$ cat config.mk
export PLATFORM = sky130hd
export DESIGN_NAME = alu_mc
export DESIGN_NICKNAME = d
export VERILOG_FILES = /design/src/rtl/alu_pkg.sv /design/src/rtl/alu_muldiv_iter.sv /design/src/rtl/alu_mc.sv
export SDC_FILE = /design/constraint.sdc
export NUM_CORES = 1
export LEC_CHECK = 0
export ABC_CLOCK_PERIOD_IN_PS = 5500
export CAP_MARGIN = 20
export CORE_UTILIZATION = 35
export CTS_BUF_LIST = sky130_fd_sc_hd__clkbuf_2 sky130_fd_sc_hd__clkbuf_4 sky130_fd_sc_hd__clkbuf_8
export DETAILED_ROUTE_END_ITERATION = 16
export DONT_BUFFER_PORTS = 1
export PLACE_DENSITY_LB_ADDON = 0.12
export SLEW_MARGIN = 20
export SYNTH_ARGS = -nofsm -noshare
export SYNTH_HDL_FRONTEND = slang
export SYNTH_SLANG_ARGS = --single-unit
$ cat constraint.sdc
create_clock -name clk -period 5.5 [get_ports clk]
set_input_delay 1.65 -clock clk [delete_from_list [all_inputs] [get_ports clk]]
set_output_delay 1.65 -clock clk [all_outputs]
set_load 0.01 [all_outputs]
$ cat src/rtl/alu_pkg.sv
// Shared op codes, FSM state type and op classification for the multi-cycle ALU.
// The iterative MUL/MULHU/DIVU/REMU path is enabled by defining ALU_MULDIV_EN.
package alu_pkg;

  localparam logic [3:0] OP_ADD   = 4'b0000;
  localparam logic [3:0] OP_SUB   = 4'b0001;
  localparam logic [3:0] OP_AND   = 4'b0010;
  localparam logic [3:0] OP_OR    = 4'b0011;
  localparam logic [3:0] OP_XOR   = 4'b0100;
  localparam logic [3:0] OP_SLL   = 4'b0101;
  localparam logic [3:0] OP_SRL   = 4'b0110;
  localparam logic [3:0] OP_SRA   = 4'b0111;
  localparam logic [3:0] OP_SLT   = 4'b1000;
  localparam logic [3:0] OP_SLTU  = 4'b1001;
  localparam logic [3:0] OP_MUL   = 4'b1010;
  localparam logic [3:0] OP_MULHU = 4'b1011;
  localparam logic [3:0] OP_DIVU  = 4'b1100;
  localparam logic [3:0] OP_REMU  = 4'b1101;

  typedef enum logic [1:0] {
    IDLE = 2'd0,
    EXEC = 2'd1,
    DONE = 2'd2
  } state_e;

  function automatic logic is_multicycle(input logic [3:0] op);
    return (op == OP_MUL) || (op == OP_MULHU) || (op == OP_DIVU) || (op == OP_REMU);
  endfunction

endpackage

$ cat src/rtl/alu_muldiv_iter.sv
// Iterative shift-add multiplier / restoring divider, one bit per cycle for XLEN cycles.
// Only instantiated when ALU_MULDIV_EN is defined.
module alu_muldiv_iter
  import alu_pkg::*;
#(
  parameter int XLEN = 32
) (
  input  logic            clk,
  input  logic            rst_n,
  input  logic            start,
  input  logic [3:0]      op,
  input  logic [XLEN-1:0] a,
  input  logic [XLEN-1:0] b,
  output logic            done,
  output logic [XLEN-1:0] result
);

  localparam int CNT_W = $clog2(XLEN);

  logic [CNT_W-1:0] cnt_r;
  logic             busy_r;
  logic [XLEN-1:0]  hi_r;
  logic [XLEN-1:0]  lo_r;
  logic [XLEN-1:0]  b_r;
  logic [3:0]       op_r;
  logic             is_div_s;
  logic [XLEN:0]    sum_s;
  logic [XLEN:0]    rem_sh_s;
  logic [XLEN:0]    trial_s;
  logic [XLEN-1:0]  hi_nx_s;
  logic [XLEN-1:0]  lo_nx_s;

  // hi holds product-high / remainder, lo holds multiplier-low / quotient.
  always_comb begin
    is_div_s = (op_r == OP_DIVU) || (op_r == OP_REMU);
    sum_s    = {1'b0, hi_r} + {1'b0, (lo_r[0] ? b_r : {XLEN{1'b0}})};
    rem_sh_s = {hi_r, lo_r[XLEN-1]};
    trial_s  = rem_sh_s - {1'b0, b_r};
    if (is_div_s) begin
      if (trial_s[XLEN]) begin
        hi_nx_s = rem_sh_s[XLEN-1:0];
        lo_nx_s = {lo_r[XLEN-2:0], 1'b0};
      end else begin
        hi_nx_s = trial_s[XLEN-1:0];
        lo_nx_s = {lo_r[XLEN-2:0], 1'b1};
      end
    end else begin
      hi_nx_s = sum_s[XLEN:1];
      lo_nx_s = {sum_s[0], lo_r[XLEN-1:1]};
    end
  end

  // Final-step values are presented combinationally so the caller registers them on the last edge.
  always_comb begin
    done = busy_r && (cnt_r == CNT_W'(XLEN - 1));
    case (op_r)
      OP_MUL:   result = lo_nx_s;
      OP_MULHU: result = hi_nx_s;
      OP_DIVU:  result = lo_nx_s;
      OP_REMU:  result = hi_nx_s;
      default:  result = {XLEN{1'b0}};
    endcase
  end

  // Operand load on start, then one iteration per cycle while busy.
  always_ff @(posedge clk) begin
    if (!rst_n) begin
      busy_r <= 1'b0;
      cnt_r  <= {CNT_W{1'b0}};
      hi_r   <= {XLEN{1'b0}};
      lo_r   <= {XLEN{1'b0}};
      b_r    <= {XLEN{1'b0}};
      op_r   <= 4'b0000;
    end else if (start) begin
      busy_r <= 1'b1;
      cnt_r  <= {CNT_W{1'b0}};
      hi_r   <= {XLEN{1'b0}};
      lo_r   <= a;
      b_r    <= b;
      op_r   <= op;
    end else if (busy_r) begin
      hi_r   <= hi_nx_s;
      lo_r   <= lo_nx_s;
      cnt_r  <= cnt_r + CNT_W'(1);
      busy_r <= !done;
    end else begin
      busy_r <= 1'b0;
    end
  end

endmodule

$ cat src/rtl/alu_mc.sv
// Multi-cycle ALU with valid/ready handshakes; single-cycle ops complete in one cycle.
// Defining ALU_MULDIV_EN adds iterative MUL/MULHU/DIVU/REMU; otherwise those codes are illegal.
module alu_mc
  import alu_pkg::*;
#(
  parameter int XLEN    = 32,
  parameter int SHAMT_W = $clog2(XLEN)
) (
  input  logic            clk,
  input  logic            rst_n,
  input  logic            in_valid,
  output logic            in_ready,
  input  logic [XLEN-1:0] a,
  input  logic [XLEN-1:0] b,
  input  logic [3:0]      alu_ctrl,
  output logic            out_valid,
  input  logic            out_ready,
  output logic [XLEN-1:0] result,
  output logic            illegal
);

  state_e             state_r;
  logic               accept_s;
  logic               mc_s;
  logic               iter_done_s;
  logic [XLEN-1:0]    iter_res_s;
  logic [XLEN-1:0]    alu_res_s;
  logic               alu_ill_s;
  logic [SHAMT_W-1:0] shamt_s;

  assign in_ready = rst_n && ((state_r == IDLE) || ((state_r == DONE) && out_ready));
  assign accept_s = in_valid && in_ready;

`ifdef ALU_MULDIV_EN
  assign mc_s = is_multicycle(alu_ctrl);

  alu_muldiv_iter #(.XLEN(XLEN)) u_iter (
    .clk    (clk),
    .rst_n  (rst_n),
    .start  (accept_s && mc_s),
    .op     (alu_ctrl),
    .a      (a),
    .b      (b),
    .done   (iter_done_s),
    .result (iter_res_s)
  );
`else
  assign mc_s        = 1'b0;
  assign iter_done_s = 1'b0;
  assign iter_res_s  = {XLEN{1'b0}};
`endif

  // Single-cycle datapath; mul/div codes fall to illegal here and are overridden by mc_s.
  always_comb begin
    shamt_s   = b[SHAMT_W-1:0];
    alu_ill_s = 1'b0;
    case (alu_ctrl)
      OP_ADD:  alu_res_s = a + b;
      OP_SUB:  alu_res_s = a - b;
      OP_AND:  alu_res_s = a & b;
      OP_OR:   alu_res_s = a | b;
      OP_XOR:  alu_res_s = a ^ b;
      OP_SLL:  alu_res_s = a << shamt_s;
      OP_SRL:  alu_res_s = a >> shamt_s;
      OP_SRA:  alu_res_s = $unsigned($signed(a) >>> shamt_s);
      OP_SLT:  alu_res_s = {{(XLEN-1){1'b0}}, ($signed(a) < $signed(b))};
      OP_SLTU: alu_res_s = {{(XLEN-1){1'b0}}, (a < b)};
      default: begin
        alu_res_s = {XLEN{1'b0}};
        alu_ill_s = 1'b1;
      end
    endcase
  end

  // Control FSM with registered result, illegal and out_valid.
  always_ff @(posedge clk) begin
    if (!rst_n) begin
      state_r   <= IDLE;
      out_valid <= 1'b0;
      result    <= {XLEN{1'b0}};
      illegal   <= 1'b0;
    end else begin
      case (state_r)
        IDLE, DONE: begin
          if (accept_s) begin
            if (mc_s) begin
              state_r   <= EXEC;
              out_valid <= 1'b0;
            end else begin
              state_r   <= DONE;
              out_valid <= 1'b1;
              result    <= alu_res_s;
              illegal   <= alu_ill_s;
            end
          end else if ((state_r == DONE) && !out_ready) begin
            state_r   <= DONE;
            out_valid <= 1'b1;
          end else begin
            state_r   <= IDLE;
            out_valid <= 1'b0;
          end
        end
        EXEC: begin
          if (iter_done_s) begin
            state_r   <= DONE;
            out_valid <= 1'b1;
            result    <= iter_res_s;
            illegal   <= 1'b0;
          end else begin
            state_r   <= EXEC;
            out_valid <= 1'b0;
          end
        end
        default: begin
          state_r   <= IDLE;
          out_valid <= 1'b0;
        end
      endcase
    end
  end

endmodule

==> flow_summary.json, run 1 <==
{
  "outcome": "finished, final reports clean",
  "finish.net_count": 1522,
  "slowest_cell_on_crit_path": "sky130_fd_sc_hd__ha_1",
  "synth-seq-cells": 36,
  "synthesis.area_um2": 10170,
  "critPathMaxStageDelay_ns": 0.58,
  "grt_max_degree": 88,
  "globalRouteMet1Util_pct": 44.12,
  "path_clk_slew_ns": 0.09,
  "dp.final_hpwl_um": 37370,
  "sequential_cell_area_um2": 720.7,
  "layout.filler_cells": 3120,
  "antenna-diode-count": 0,
  "post_route_cells_drive_above_1_share_pct": 8.970,
  "finalNonFillerCells": 1733,
  "final-setup-viol-count": 0,
  "totalNegativeSetupSlack_ns": 0,
  "gp_congestion": 0.9815,
  "ant_nets": 0,
  "post_cts.repair.setup_buffers": 0,
  "grt_util_all_layers_pct": 32.94,
  "vdd_drop_max_mv": 0.07672,
  "start_kind": "primary input",
  "h_tree_levels": 2,
  "groute.layer.met2.usage_pct": 51.96,
  "drt_drc_violations_left": 0,
  "min_path_type": "reg -> reg",
  "place_worst_setup_slack_ns": 0.6965,
  "pin_count": 107,
  "die_h_um": 172.5,
  "worst_slack_ns": 1.034,
  "clock_buffer_count_from_cts": 5,
  "globalRouteMet3Util_pct": 5.905,
  "detail_route.wirelength_um": 49340,
  "worstSetupPathType": "in -> reg",
  "coreArea_um2": 28630,
  "ys.flop_type": "sky130_fd_sc_hd__dfxtp_1",
  "drt_iter0_drc": 1305,
  "cts.path.max_buffers": 2,
  "ys_seq_area_share_pct": 7.087,
  "fmax_ghz": 0.2239,
  "effective_utilization_at_floorplan_pct": 35.53,
  "worst_ep_required_time_ns": 5.75,
  "clock_latency_ns": 0.33,
  "grt_pass1_wl_um": 71440,
  "port_buffers": 0,
  "power.leakage_nw": 4.112,
  "timing.final.crit_share_pct": 81.20,
  "critical_path.startpoint": "b[7]",
  "drt-wirelength-per-cell_um": 28.47,
  "die_w_um": 172.5,
  "timing.final.max_slew_violations": 0,
  "cts_sinks": 36,
  "post_cts_resize_count": 0,
  "grt_most_used_layer": "met2",
  "detail_route.vias_per_cell": 6.587,
  "netlist-cell-type-count": 93,
  "initial_antenna_violation_count": 0,
  "multiInputGateArea_um2": 8564,
  "clk_root_buffer_cell": "sky130_fd_sc_hd__clkbuf_8",
  "timing.rr.start": "state_r[0]$_SDFF_PN0_",
  "detailroute.via_count": 11420,
  "netlist_instances": 1442,
  "data_arrival_time_of_the_critical_path_ns": 4.72,
  "launch_instance_of_the_worst_min_delay_path": "state_r[1]$_SDFF_PN0_",
  "relSlewSlack_pct": 23.07,
  "drt_pre_antenna_iters": 5,
  "synth_edf_count": 0,
  "synthesis.nets": 1615,
  "first_global_vias": 10590,
  "final_hold_violating_endpoints": 0,
  "timing.critical_path.fanout_max": 12,
  "yosys_warnings": 0,
  "cts_hold_buf": 0,
  "tightest_slew_ns": 1.154,
  "cts_tree": "done",
  "die_area_um2": 29740,
  "areaGrowthSynthToFinish_pct": 2.043,
  "row_count": 62,
  "power.density_cell_area_nw_per_um2": 136.0,
  "synth-async-reset-ratio_pct": 0,
  "finClkSkew_ns": 0.009717,
  "critical_path.endpoint_type": "flip-flop",
  "synth.avg_cell_area_um2": 7.053,
  "drv.max_cap_violation_count": 0,
  "grt-ovfl-total": 0,
  "period_minus_slack_ns": 4.466,
  "placedCellCount": 1726,
  "rsz0062_at_grt": "no",
  "worstPathCellList": "inv_1 > ha_1 > nor2b_1 > nor4_2 > a221oi_4 > a2111oi_2 > nor2_1 > a311oi_1 > o221ai_1 > a2bb2oi_1 > a221oi_2"
}
-- worst paths after layout --
kind	slack [ns]	depth (start not counted)	endpoint
worst max-delay path	1.03	11	result[26]$_SDFFE_PN0P_
worst min-delay path	0.42	1	state_r[0]$_SDFF_PN0_
worst max register to register	2.58	6	result[10]$_SDFFE_PN0P_
worst min register to register	0.42	1	state_r[0]$_SDFF_PN0_
-- metrics by stage --
stage / utilization (%) / hold slack, ns / total power [mW] / area, µm²
2_1_floorplan: - / 0.3896 / 0.9552 / 10170
3_3_place_gp: 35.91 / 0.3985 / 1.156 / 10280
3_5_place_dp: 35.91 / 0.4091 / 1.147 / 10280
4_1_cts: 36.25 / 0.4226 / 1.394 / 10380
5_1_grt: 36.25 / 0.4507 / 1.487 / 10380
6_report: 36.25 / 0.4165 / 1.412 / 10380
-- power breakdown --
| group | leakage [nW] | internal, mW | switching, mW |
|---|---|---|---|
| clock | 0.0503 | 0.112 | 0.130 |
| sequential | 0.292 | 0.270 | 0.0121 |
| combinational | 3.77 | 0.335 | 0.552 |
-- synthesized netlist by cell type (16+ instances only) --
master,instances,area share (%)
sky130_fd_sc_hd__nor3_1,39,1.9
sky130_fd_sc_hd__nand3_1,30,1.5
sky130_fd_sc_hd__mux4_2,46,10
sky130_fd_sc_hd__o21ai_0,92,4.5
sky130_fd_sc_hd__a31oi_1,21,1.3
sky130_fd_sc_hd__ha_1,99,12
sky130_fd_sc_hd__inv_1,94,3.5
sky130_fd_sc_hd__nor2_1,176,6.5
sky130_fd_sc_hd__a221oi_1,30,2.6
sky130_fd_sc_hd__o21bai_1,16,1.2
sky130_fd_sc_hd__nand2_1,136,5.0
sky130_fd_sc_hd__a21oi_1,131,6.4
sky130_fd_sc_hd__o211ai_1,26,1.9
sky130_fd_sc_hd__dfxtp_1,36,7.1
sky130_fd_sc_hd__mux2i_1,41,4.0
sky130_fd_sc_hd__buf_2,17,0.84
sky130_fd_sc_hd__a211oi_1,29,2.1
sky130_fd_sc_hd__clkbuf_1,74,2.7
-- per-layer routing --
layer / vias to the layer above / share of wire [%] / wire length [µm]
met5: - / 0 / 0
met1: 5556 / 42 / 20850
met2: 623 / 44 / 21830
met3: 102 / 9.2 / 4528
li1: 5135 / - / -
met4: 0 / 4.3 / 2128
-- worst max-delay path: cells and delay by family --
family                     cells  cell delay (ns)
buffers and inverters          1             0.04
and+or+nand+nor                3             0.64
AOI/OAI and AO/OA              6             1.81
adders and majority gates      1             0.58
-- flip-flops by register name, indices dropped and copies added (netlist names) --
| name | flops |
|---|---|
| illegal | 1 |
| state_r | 2 |
| out_valid | 1 |
| result | 32 |
-- area by class of cell --
class / instances / share of cell area [%]
Clock buffer: 7 / 0.9284
Inverter: 102 / 3.689
Multi-Input combinational cell: 1188 / 82.53
Sequential cell: 36 / 6.945
Tap cell: 384 / 4.630
Timing Repair Buffer: 16 / 1.278
-- cell usage in the layout (no fill, tap or decap), types with 13 or more instances in the layout --
| cell | synthesis | final |
|---|---|---|
| sky130_fd_sc_hd__a211oi_1 | 29 | 29 |
| sky130_fd_sc_hd__nor2_1 | 176 | 176 |
| sky130_fd_sc_hd__a22oi_1 | 14 | 14 |
| sky130_fd_sc_hd__buf_4 | 6 | 15 |
| sky130_fd_sc_hd__o21bai_1 | 16 | 16 |
| sky130_fd_sc_hd__o211ai_1 | 26 | 26 |
| sky130_fd_sc_hd__mux4_2 | 46 | 46 |
| sky130_fd_sc_hd__xnor2_1 | 15 | 15 |
| sky130_fd_sc_hd__nand2_1 | 136 | 136 |
| sky130_fd_sc_hd__mux2i_1 | 41 | 41 |
| sky130_fd_sc_hd__inv_1 | 94 | 93 |
| sky130_fd_sc_hd__nand4_1 | 15 | 15 |
| sky130_fd_sc_hd__a31oi_1 | 21 | 21 |
| sky130_fd_sc_hd__nor3_1 | 39 | 37 |
| sky130_fd_sc_hd__a21oi_1 | 131 | 130 |
| sky130_fd_sc_hd__ha_1 | 99 | 99 |
| sky130_fd_sc_hd__o21ai_0 | 92 | 92 |
| sky130_fd_sc_hd__dfxtp_1 | 36 | 36 |
| sky130_fd_sc_hd__nand3_1 | 30 | 30 |
| sky130_fd_sc_hd__o31ai_1 | 13 | 13 |
| sky130_fd_sc_hd__a221oi_1 | 30 | 30 |
-- cell families after synthesis --
kind of cell / after synthesis / synth area share, %
AND/OR/NAND/NOR: 471 / 20.84
XOR/XNOR: 20 / 1.722
adder cells (fa/ha/maj): 101 / 12.57
AO/OA/AOI/OAI: 496 / 33.21
flip-flops: 36 / 7.087
multiplexers: 100 / 15.72
buffers and inverters: 218 / 8.846
Note: power is estimated with default switching activity, not from simulation.
==> run 2: changes to the inputs <==
- ABC_CLOCK_PERIOD_IN_PS: 5500 -> 4320
- clock period: 5.5 -> 4.32 ns (I/O delays scaled with it)
==> run 2 against run 1 <==
  * Sequential share of layout area fell by 0.19 points
  * Die area did not move
  * Via count fell by 0.23%
  * Total power rose by 30%
  * Routed wire length rose by 0.46%
  * Cell count rose by 2.1%
  * Clock skew fell by 0.0025 ns
  * Flip-flop and latch count did not move
  * Sequential power rose by 28%
  * Utilization rose by 1.0 points
  * Critical path type unchanged
  * Critical endpoint is now result[28]$_SDFFE_PN0P_
==> flow_summary.json, run 2 (same netlist as run 1, synthesis figures left out) <==
{
  "outcome": "finished, final reports clean",
  "grt_util_all_layers_pct": 33.41,
  "die_h_um": 172.5,
  "ant_nets": 0,
  "top_regs": "result x32, state_r x2",
  "detail_route.wirelength_um": 49570,
  "critPathMaxStageDelay_ns": 0.40,
  "crit-reg2reg-capture": "result[9]$_SDFFE_PN0P_",
  "largest_register_ffs": 32,
  "grt_most_used_layer": "met2",
  "r2r_setup_slack_ns": 1.70,
  "timing.final.crit_share_pct": 90.55,
  "totalNegativeSetupSlack_ns": 0,
  "die_area_um2": 29740,
  "final-setup-viol-count": 0,
  "pin_count": 107,
  "areaGrowthSynthToFinish_pct": 4.896,
  "cts_hold_buf": 0,
  "drt_iter0_drc": 1289,
  "slowest_cell_on_crit_path": "sky130_fd_sc_hd__fa_1",
  "finish.net_count": 1558,
  "period_minus_slack_ns": 3.912,
  "initial_antenna_violation_count": 0,
  "worstSetupPathType": "in -> reg",
  "clk_root_buffer_cell": "sky130_fd_sc_hd__clkbuf_8",
  "worstPathCellList": "inv_1 > ha_1 > fa_1 > nor2_1 > o221ai_2 > a221oi_4 > a32o_2 > o21bai_1 > o31a_1 > o211ai_1 > a31oi_1 > a311o_1",
  "placedCellCount": 1762,
  "top_register": "result",
  "drt_pre_antenna_iters": 5,
  "timing.critical_path.fanout_max": 5,
  "grt_max_degree": 88,
  "post_route_cells_drive_above_1_share_pct": 11.33,
  "detailroute.via_count": 11390,
  "min_path_type": "reg -> reg",
  "layout.cells.most_common": "sky130_fd_sc_hd__nor2_1",
  "finClkSkew_ns": 0.007218,
  "power.leakage_nw": 4.285,
  "coreArea_um2": 28630,
  "path_clk_slew_ns": 0.10,
  "most-common-layout-cells": "sky130_fd_sc_hd__nor2_1, sky130_fd_sc_hd__nand2_1, sky130_fd_sc_hd__a21oi_1",
  "cts_sinks": 36,
  "timing.reg2reg.worst_path_depth": 9,
  "post_cts_resize_count": 0,
  "post_cts.repair.setup_buffers": 0,
  "start_kind": "primary input",
  "tightest_slew_ns": 0.9516,
  "fmax_ghz": 0.2556,
  "relSlewSlack_pct": 36.22,
  "antenna-diode-count": 0,
  "globalRouteMet1Util_pct": 42.92,
  "sequential_cell_area_um2": 720.7,
  "power.density_cell_area_nw_per_um2": 171.8,
  "timing.rr.start": "state_r[0]$_SDFF_PN0_",
  "critical_path.endpoint_type": "flip-flop",
  "layout.filler_cells": 3136,
  "row_count": 62,
  "clock_buffer_count_from_cts": 5,
  "timing.hold.worst_endpoint": "state_r[0]$_SDFF_PN0_",
  "data_arrival_time_of_the_critical_path_ns": 4.15,
  "gp_congestion": 0.9719,
  "finalNonFillerCells": 1770,
  "drt_drc_violations_left": 0,
  "final_hold_violating_endpoints": 0,
  "drt-wirelength-per-cell_um": 28.00,
  "die_w_um": 172.5,
  "clock_latency_ns": 0.34,
  "multiInputGateArea_um2": 8563,
  "globalRouteMet3Util_pct": 7.988,
  "worst_ep_required_time_ns": 4.55,
  "cts_tree": "done",
  "grt-ovfl-total": 0,
  "cts.path.max_buffers": 2,
  "hold_path_depth": 1,
  "rsz0062_at_grt": "no",
  "drv.max_cap_violation_count": 0,
  "dp.final_hpwl_um": 38410,
  "groute.layer.met2.usage_pct": 53.30,
  "first_global_vias": 10830,
  "effective_utilization_at_floorplan_pct": 35.53,
  "h_tree_levels": 2,
  "port_buffers": 0,
  "timing.final.max_slew_violations": 0,
  "launch_instance_of_the_worst_min_delay_path": "state_r[1]$_SDFF_PN0_",
  "vdd_drop_max_mv": 0.1005,
  "grt_pass1_wl_um": 72200,
  "detail_route.vias_per_cell": 6.435
}
-- run 2: changes by cell type in the layout (fill, tap and decap cells not counted) --
cell / before / now
sky130_fd_sc_hd__buf_4: 15 / 49
sky130_fd_sc_hd__buf_12: 1 / 3
sky130_fd_sc_hd__clkbuf_8: 7 / 5
sky130_fd_sc_hd__a21o_1: 11 / 12
sky130_fd_sc_hd__a21o_2: 1 / 0
sky130_fd_sc_hd__clkbuf_4: 0 / 1
sky130_fd_sc_hd__clkinv_4: 0 / 1
sky130_fd_sc_hd__clkinvlp_4: 0 / 1
-- run 2: layer usage --
layer  vias up  part of all wire [%]
li1       5230                     -
met2       610                    45
met1      5443                    41
met3       107                   9.2
met5         -                     0
met4         0                   4.3
-- run 2: area by class of cell --
cell class | count | share of cell area (%)
multi-input combinational | 1188 | 80.27
timing repair buffer | 52 | 4.011
clock buffer | 6 | 0.7155
tap | 384 | 4.504
inverter | 102 | 3.589
clock inverter | 2 | 0.1525
sequential | 36 | 6.756
-- run 2: report_power, final --
part / leakage, nW / switching [mW] / internal (mW)
Clock: 0.0448 / 0.185 / 0.122
Combinational: 3.95 / 0.707 / 0.459
Sequential: 0.292 / 0.0158 / 0.344
Total: 4.29 / 0.908 / 0.925
-- run 2: how the worst max path moves through the flow --
stage	endpoint	depth (start not counted)	start	slack [ns]
after global routing	result[30]$_SDFFE_PN0P_	12	a[0]	0.26
final	result[28]$_SDFFE_PN0P_	12	a[0]	0.41
after detailed placement	result[30]$_SDFFE_PN0P_	12	a[0]	0.11
after CTS	result[30]$_SDFFE_PN0P_	12	a[0]	0.45
after global placement	result[28]$_SDFFE_PN0P_	12	a[0]	0.13
after floorplan	result[26]$_SDFFE_PN0P_	16	b[2]	-0.04
-- run 2: through the flow --
stage	utilization, %	power, mW	cell area, µm²	hold slack, ns	worst slack (ns)
finish	37.27	1.833	10670	0.4222	0.4084
global route	37.27	1.937	10670	0.4570	0.2555
CTS	37.27	1.808	10670	0.4279	0.4495
detailed placement	36.94	1.502	10580	0.4135	0.1112
global placement	36.94	1.515	10580	0.4006	0.1291
floorplan	-	1.217	10180	0.3896	-0.03925
-- run 2: critical path: cells and delay by family --
kind                     cells  cell delay (ns)
adder cells (fa/ha/maj)      2             0.63
buffers and inverters        1             0.05
AND/OR/NAND/NOR              1             0.20
AO/OA/AOI/OAI                8             1.95
